### src/rtl/sobel_edge_stream.sv
// rtl/sobel_edge_stream.sv - streaming 3x3 Sobel edge detector with internal line buffers
module sobel_edge_stream #(
    parameter int PIXEL_W = 8,
    parameter int LINE_W  = 64,
    parameter int FRAME_H = 48,
    parameter int SHIFT   = 12,
    localparam int GRAD_W = PIXEL_W + 3,
    localparam int SQ_W   = 2 * PIXEL_W + 5
) (
    input  logic               clock,
    input  logic               reset_n,
    input  logic               mode,
    input  logic [SQ_W-1:0]    threshold,
    input  logic [PIXEL_W-1:0] in_pixel,
    input  logic               in_sof,
    input  logic               in_valid,
    output logic               in_ready,
    output logic [PIXEL_W-1:0] out_pixel,
    output logic               out_eof,
    output logic               out_valid,
    input  logic               out_ready
);
    localparam int COL_W  = $clog2(LINE_W);
    localparam int ROW_W  = $clog2(FRAME_H);
    // Squares are formed at twice the gradient width, one bit wider than SQ_W,
    // so that the spare top bit doubles as the zero pad for the threshold compare.
    localparam int PROD_W = 2 * GRAD_W;
    localparam logic [PROD_W-1:0] PIX_MAX = {{(PROD_W - PIXEL_W){1'b0}}, {PIXEL_W{1'b1}}};

    logic               adv;
    logic               accept;
    logic [COL_W-1:0]   col;
    logic [COL_W-1:0]   pos_col;
    logic [ROW_W-1:0]   row;
    logic [ROW_W-1:0]   pos_row;

    // line1 holds row r-1, line2 holds row r-2, both indexed by column
    logic [PIXEL_W-1:0] line1 [LINE_W];
    logic [PIXEL_W-1:0] line2 [LINE_W];

    // win[0]=row r-2, win[1]=row r-1, win[2]=row r; [..][0]=col c-2, [..][2]=col c
    logic [PIXEL_W-1:0] win [3][3];
    logic               s1_valid, s1_border, s1_eof, s1_mode;
    logic [SQ_W-1:0]    s1_thr;

    logic signed [GRAD_W-1:0] gx_c, gy_c;
    logic signed [GRAD_W-1:0] s2_gx, s2_gy;
    logic               s2_valid, s2_border, s2_eof, s2_mode;
    logic [SQ_W-1:0]    s2_thr;

    logic signed [PROD_W-1:0] gx_e, gy_e;
    logic [PROD_W-1:0]  sq_c;
    logic [PROD_W-1:0]  s3_sq;
    logic               s3_valid, s3_border, s3_eof, s3_mode;
    logic [SQ_W-1:0]    s3_thr;

    logic [PROD_W-1:0]  scaled;
    logic [PIXEL_W-1:0] result_c;

    // The whole pipeline moves in lockstep whenever the output slot can take a new value.
    assign adv      = !out_valid || out_ready;
    assign in_ready = adv;
    assign accept   = in_valid && adv;

    // A start-of-frame pixel forces position (0,0) whatever the counters say.
    assign pos_col = in_sof ? '0 : col;
    assign pos_row = in_sof ? '0 : row;

    // Zero-extends a pixel into the signed gradient width.
    function automatic logic signed [GRAD_W-1:0] px(input logic [PIXEL_W-1:0] p);
        return $signed({3'b000, p});
    endfunction

    // Line buffer update: the row above shifts down one buffer, the new pixel fills line1.
    always_ff @(posedge clock) begin
        if (accept) begin
            line1[pos_col] <= in_pixel;
            line2[pos_col] <= line1[pos_col];
        end
    end

    // Stage 1: position counters, window shift and border/eof flags.
    always_ff @(posedge clock) begin
        if (!reset_n) begin
            col      <= '0;
            row      <= '0;
            s1_valid <= 1'b0;
        end else if (adv) begin
            s1_valid <= in_valid;
            if (in_valid) begin
                if (pos_col == COL_W'(LINE_W - 1)) begin
                    col <= '0;
                    row <= (pos_row == ROW_W'(FRAME_H - 1)) ? '0 : pos_row + 1'b1;
                end else begin
                    col <= pos_col + 1'b1;
                    row <= pos_row;
                end
                for (int i = 0; i < 3; i++) begin
                    win[i][0] <= win[i][1];
                    win[i][1] <= win[i][2];
                end
                win[0][2] <= line2[pos_col];
                win[1][2] <= line1[pos_col];
                win[2][2] <= in_pixel;
                s1_border <= (pos_row <= ROW_W'(1)) || (pos_col <= COL_W'(1));
                s1_eof    <= (pos_row == ROW_W'(FRAME_H - 1)) && (pos_col == COL_W'(LINE_W - 1));
                s1_mode   <= mode;
                s1_thr    <= threshold;
            end
        end
    end

    // Horizontal and vertical Sobel gradients over the registered window.
    always_comb begin
        gx_c = (px(win[0][2]) + (px(win[1][2]) <<< 1) + px(win[2][2]))
             - (px(win[0][0]) + (px(win[1][0]) <<< 1) + px(win[2][0]));
        gy_c = (px(win[2][0]) + (px(win[2][1]) <<< 1) + px(win[2][2]))
             - (px(win[0][0]) + (px(win[0][1]) <<< 1) + px(win[0][2]));
    end

    // Stage 2: register the gradients with the flags that travel alongside.
    always_ff @(posedge clock) begin
        if (!reset_n) begin
            s2_valid <= 1'b0;
        end else if (adv) begin
            s2_valid  <= s1_valid;
            s2_gx     <= gx_c;
            s2_gy     <= gy_c;
            s2_border <= s1_border;
            s2_eof    <= s1_eof;
            s2_mode   <= s1_mode;
            s2_thr    <= s1_thr;
        end
    end

    assign gx_e = {{GRAD_W{s2_gx[GRAD_W-1]}}, s2_gx};
    assign gy_e = {{GRAD_W{s2_gy[GRAD_W-1]}}, s2_gy};
    assign sq_c = $unsigned(gx_e * gx_e) + $unsigned(gy_e * gy_e);

    // Stage 3: register the squared magnitude.
    always_ff @(posedge clock) begin
        if (!reset_n) begin
            s3_valid <= 1'b0;
        end else if (adv) begin
            s3_valid  <= s2_valid;
            s3_sq     <= sq_c;
            s3_border <= s2_border;
            s3_eof    <= s2_eof;
            s3_mode   <= s2_mode;
            s3_thr    <= s2_thr;
        end
    end

    // Result selection: border forces zero, then threshold or saturating scale.
    always_comb begin
        scaled = s3_sq >> SHIFT;
        if (s3_border) begin
            result_c = '0;
        end else if (s3_mode) begin
            result_c = (s3_sq >= {1'b0, s3_thr}) ? '1 : '0;
        end else if (scaled > PIX_MAX) begin
            result_c = '1;
        end else begin
            result_c = scaled[PIXEL_W-1:0];
        end
    end

    // Output register: holds its value while the downstream stalls.
    always_ff @(posedge clock) begin
        if (!reset_n) begin
            out_valid <= 1'b0;
            out_pixel <= '0;
            out_eof   <= 1'b0;
        end else if (adv) begin
            out_valid <= s3_valid;
            out_pixel <= result_c;
            out_eof   <= s3_valid && s3_eof;
        end
    end
endmodule

### config.mk
export PLATFORM = sky130hd
export DESIGN_NAME = sobel_edge_stream
export DESIGN_NICKNAME = d
export VERILOG_FILES = /design/src/rtl/sobel_edge_stream.sv
export SDC_FILE = /design/constraint.sdc
export NUM_CORES = 2
export LEC_CHECK = 0
export CAP_MARGIN = 15
export CORE_MARGIN = 2
export CORE_UTILIZATION = 50
export CTS_CLUSTER_DIAMETER = 80
export DETAILED_ROUTE_END_ITERATION = 8
export GPL_ROUTABILITY_DRIVEN = 0
export PLACE_DENSITY = 0.64
export SLEW_MARGIN = 20
export SYNTH_ARGS = -nofsm -noshare
export SYNTH_HDL_FRONTEND = slang
export SYNTH_SLANG_ARGS = --single-unit
### constraint.sdc
create_clock -name clock -period 8.9 [get_ports clock]
set_input_delay 1.335 -clock clock [delete_from_list [all_inputs] [get_ports clock]]
set_output_delay 1.335 -clock clock [all_outputs]
set_load 0.1 [all_outputs]
Word level (Yosys, flattened, before mapping)
Memory sizes are Yosys's and may differ from the RTL's. Cells that the tools add are included.

Memories kept: 3. Memory bits (writable): 1096. Register bits after elaboration: 141.

Reductions and logical operators: 9. $lt $le $gt $ge: 4. $mul: 2. Add/subtract/negate cells: 13. Equality and inequality tests: 2. Mux-type cells: 15.

Memory list: line1 (words 64, width 8, read ports 1, clocked after Yosys merged registers in 0, wr ports 1, RTL line 38) `logic [PIXEL_W-1:0] line1 [LINE_W];`; line2 (words 64, width 8, read ports 1, clocked after Yosys merged registers in 0, wr ports 1, RTL line 39) `logic [PIXEL_W-1:0] line2 [LINE_W];`; win (words 3, width 24, read ports 3, clocked after Yosys merged registers in 0, wr ports 3, RTL line 42) `logic [PIXEL_W-1:0] win [3][3];`.

Operators with widths (count): $add A10 B8 Y11 (4); $mul A11 B11 Y22 (2); $add A8 B9 Y10 (4); $mux W8 (4); $mux W6 (5); $add A22 B22 Y22 (1); $ge A22 B21 Y1 (1); $sub A11 B11 Y11 (2); $add A6 B1 Y6 const B (2); $eq A6 B6 Y1 const B (2); $le A6 B1 Y1 const B (2); $gt A10 B8 Y1 const B (1); $mux W1 (6); $reduce_and A2 Y1 (2); $logic_and A1 B1 Y1 (3); $reduce_and A3 Y1 (1); $logic_or A1 B1 Y1 (2); $logic_not A1 Y1 (1).

Logic depth before layout (Yosys ltp)
Word-level depth: 5. Depth in mapped cells: 24. Mapped depth without buffers: 23.

Worst setup path after synthesis
Ideal clock, no wire load.

Path type: register to register. From: reg s2_gy[10]. To: reg s3_sq[21] (data pin). Buffers on the path: 2. Arrival: 6338 ps. Setup time: 266 ps. Clock period less this slack: 6604 ps. Data required time: 8634 ps. Slack: 2296 ps. Stages on the path, launching flop included: 21. Cell sequence: edfxtp_1 clkbuf_1 nand2_1 inv_1 fa_1 inv_1 fa_1 fa_1 fa_1 fa_1 fa_1 fa_1 inv_1 ha_1 clkbuf_1 a21o_1 o32a_1 a221oi_2 nor3b_1 o41ai_1 xnor2_1.

Cells in the longest elaborated chain, start to end: 2.

RTL lines: start: declaration (RTL line 47) `logic signed [GRAD_W-1:0] s2_gx, s2_gy;`; start signal: assignment (RTL line 128) `s2_gy <= gy_c;`; $mul A11 B11 Y22 (RTL line 138) `assign sq_c = $unsigned(gx_e * gx_e) + $unsigned(gy_e * gy_e);`; $add A22 B22 Y22 (RTL line 138); net sq_c[21] (RTL line 52) `logic [PROD_W-1:0] sq_c;`; end signal: assignment (RTL line 146) `s3_sq <= sq_c;`; end: declaration (RTL line 53) `logic [PROD_W-1:0] s3_sq;`.

The timed path passes the listed nets, and every way through them passes these cells. A chain may end at the register's enable or synchronous reset.

Worst setup path after layout
From: reg s2_gy[10]. To: reg s3_sq[20] (data pin).

Same word-level chain as after synthesis.

==> metrics <==
kind of critical path reg -> reg; Hold Crit Class reg -> reg; sequential-to-total area share from yosys stat 64.2%; DRC 0; DP Wirelength 104 mm; Initial DRC Count 4666; WL final 166 mm; Mapped Area 57400 µm²; Setup Fix Bufs, Post-CTS 0; Async SR Flop Fraction 0%; clk sink count 1237; Area growth, synth to finish 12.0%; initial antenna violation count 9; setup TNS 0 ns; Hold Path Depth 0; Die Wd 343 µm; vias post-DR 34500; synthesized net count 4297; number of iterations in the first detailed-routing pass 8; core area 114000 µm²; total CTS buffers 131; vias in the first global route 34200; Top FF cell, synth edfxtp_1; fmax 0.140 GHz; Max Slew Vio Count 0; unrepaired setup endpoints after global routing no; Slew @ Worst Pin 1.29 ns; crit path launch type flop; Worst setup EP type flop; synthesized area per cell 15.0 µm²; Skew-Pair Late Insertion Delay 0.74 ns; crit share post-route 80.0%; Initial Utilization 50.3%; count of different cell masters after synthesis 75; largest net degree at the start of global routing 86; Req. time, crit path 9.38 ns; TritonCTS clock tree yes; hold buffers post-CTS 0; post-layout minimum cycle time 7.12 ns; Tot GR Track Use 28.6%; max_cap viols 0; Rows 124; port buffer count 45; first-pass GRT wire length 240 mm; final setup violation count 0; register bit count reported by yosys 1237; critical path fanouts, max 21; Critical Path AT 7.60 ns; GRT overflow 0; status complete, no violations; root buf cell clkbuf_16; Clock Pin Slew Worst Setup and Hold Paths 0.06 ns; die area 118000 µm²; WL/cell 29.7 µm; clk_skew 0.0266 ns; nets@finish 4437; layout cells sized above 1 10.8%; Ports 46; die height 343 µm; Max-slew headroom 11.9%; Routed Antenna Nets 0; Post-synth EDFFs 1212; DR vias/cell 6.18; Clock H-tree levels 4; Worst Reg-to-Reg Cells 21; synthesized netlist cell count 3832; Ys Warns 0; Post-CTS Resized 0; final hold vios 0; clock tree buffer depth 3
## cell usage after synthesis (all sizes together) (5+ instances only)
master / instances / area, µm²
xor2: 13 / 114
a221oi: 54 / 479
dfxtp: 25 / 500
a32oi: 28 / 245
a21boi: 9 / 67.6
and2: 59 / 374
a21oi: 140 / 701
a211oi: 36 / 270
buf: 81 / 412
nor2: 168 / 631
nor2b: 43 / 269
or4: 6 / 45.0
edfxtp: 1212 / 36400
o21ai: 92 / 460
and3: 5 / 31.3
o211ai: 6 / 45.0
a22o: 8 / 70.1
xnor2: 42 / 368
o32ai: 6 / 52.6
o21bai: 6 / 45.0
a2111oi: 8 / 70.1
a21o: 20 / 150
o221ai: 23 / 201
ha: 132 / 1650
o21a: 6 / 45.0
mux2: 55 / 619
o22a: 9 / 78.8
fa: 298 / 5970
nand2: 171 / 644
clkbuf: 108 / 405
a222oi: 34 / 340
nand4: 8 / 50.1
inv: 436 / 1640
nand2b: 14 / 87.6
mux2i: 149 / 1490
a311oi: 5 / 43.8
a22oi: 124 / 931
nand3: 14 / 70.1
o2bb2ai: 11 / 96.3
a31oi: 8 / 50.1
o22ai: 83 / 519
nor3: 23 / 115
mux4: 12 / 270
## cell usage in the layout, fill, tap and decap left out, drive strengths merged, types with 20 or more instances in the layout
cell           count
a211oi            36
a21o              20
a21oi            140
a221oi            54
a222oi            34
a22oi            124
a32oi             28
and2              59
buf              160
clkbuf           170
clkdlybuf4s50     36
clkinv            45
dfxtp             25
edfxtp          1212
fa               298
ha               132
inv              443
mux2              55
mux2i            149
nand2            171
nor2             168
nor2b             43
nor3              23
o21ai             92
o221ai            23
o22ai             83
xnor2             42
## registers in the layout (all words and copies together), names as in the netlist, 6 cells and up
| signal | flops |
|---|---|
| out_pixel | 8 |
| s2_gx | 11 |
| s3_thr | 21 |
| line1 | 512 |
| line2 | 512 |
| s2_gy | 11 |
| s2_thr | 21 |
| col | 6 |
| row | 6 |
| win | 72 |
| s1_thr | 21 |
| s3_sq | 22 |
## metal layers
layer | vias up | routed length (µm) | GRT usage, % | part of all wire, %
li1 | 14400 | - | - | -
met1 | 17500 | 60100 | 36.7 | 36
met2 | 2024 | 77000 | 44.7 | 46
met3 | 514 | 17800 | 7.26 | 11
met4 | 10 | 10700 | 15.7 | 6.4
met5 | - | 61 | 0 | 0.037
## critical path, cell delays in order (launching register included)
cell and delay, ns:
edfxtp_1 0.75, nand2_1 0.29, inv_1 0.42, fa_1 0.49, inv_1 0.08, fa_1 0.41, inv_1 0.09, fa_1 0.45
fa_1 0.57, fa_1 0.43, fa_1 0.49, inv_1 0.05, fa_1 0.48, inv_1 0.04, ha_1 0.32, a21o_1 0.17
a21o_1 0.20, or3_1 0.31, nor3_1 0.37, o31ai_1 0.16, a21oi_1 0.21, xnor2_1 0.08
## worst paths after layout
path / start / endpoint / slack [ns]
setup / recovery: s2_gy[10] / s3_sq[20] / 1.78
hold / removal: s1_thr[18] / s2_thr[18] / 0.41
setup reg to reg: s2_gy[10] / s3_sq[20] / 1.78
hold reg to reg: s1_thr[18] / s2_thr[18] / 0.41
## through the flow
stage	area (µm²)	setup WS [ns]	utilization [%]	hold slack [ns]	instances
after CTS	64300	1.69	56.3	0.409	5579
final	64300	1.78	56.3	0.409	5582
after detailed placement	60200	1.73	52.8	0.405	5351
after global placement	60200	1.86	52.7	0.400	5350
after global routing	64300	1.29	56.3	0.414	5580
after floorplan	57400	2.30	-	0.400	3832
## logic make-up after synthesis
| group | synth area share (%) |
|---|---|
| DFF | 64.2 |
| AOI/OAI and AO/OA | 8.85 |
| buffers and inverters | 4.28 |
| and+or+nand+nor | 4.39 |
| adders and majority gates | 13.3 |
| muxes | 4.15 |
| xor gates and xnor gates | 0.839 |
## area by class of cell
type / instances / area (µm²)
flip-flops and latches: 1237 / 36900
repair buffers: 196 / 1600
multi-input cells: 1968 / 18200
fillers: 9047 / 49900
well taps: 1512 / 1890
inverters: 438 / 1640
diodes: 3 / 7.51
clock inverters: 58 / 526
clock buffers: 170 / 3550
Power is not shown: default switching activity piles up to over one toggle a cycle in this logic, so the estimate is an artifact.
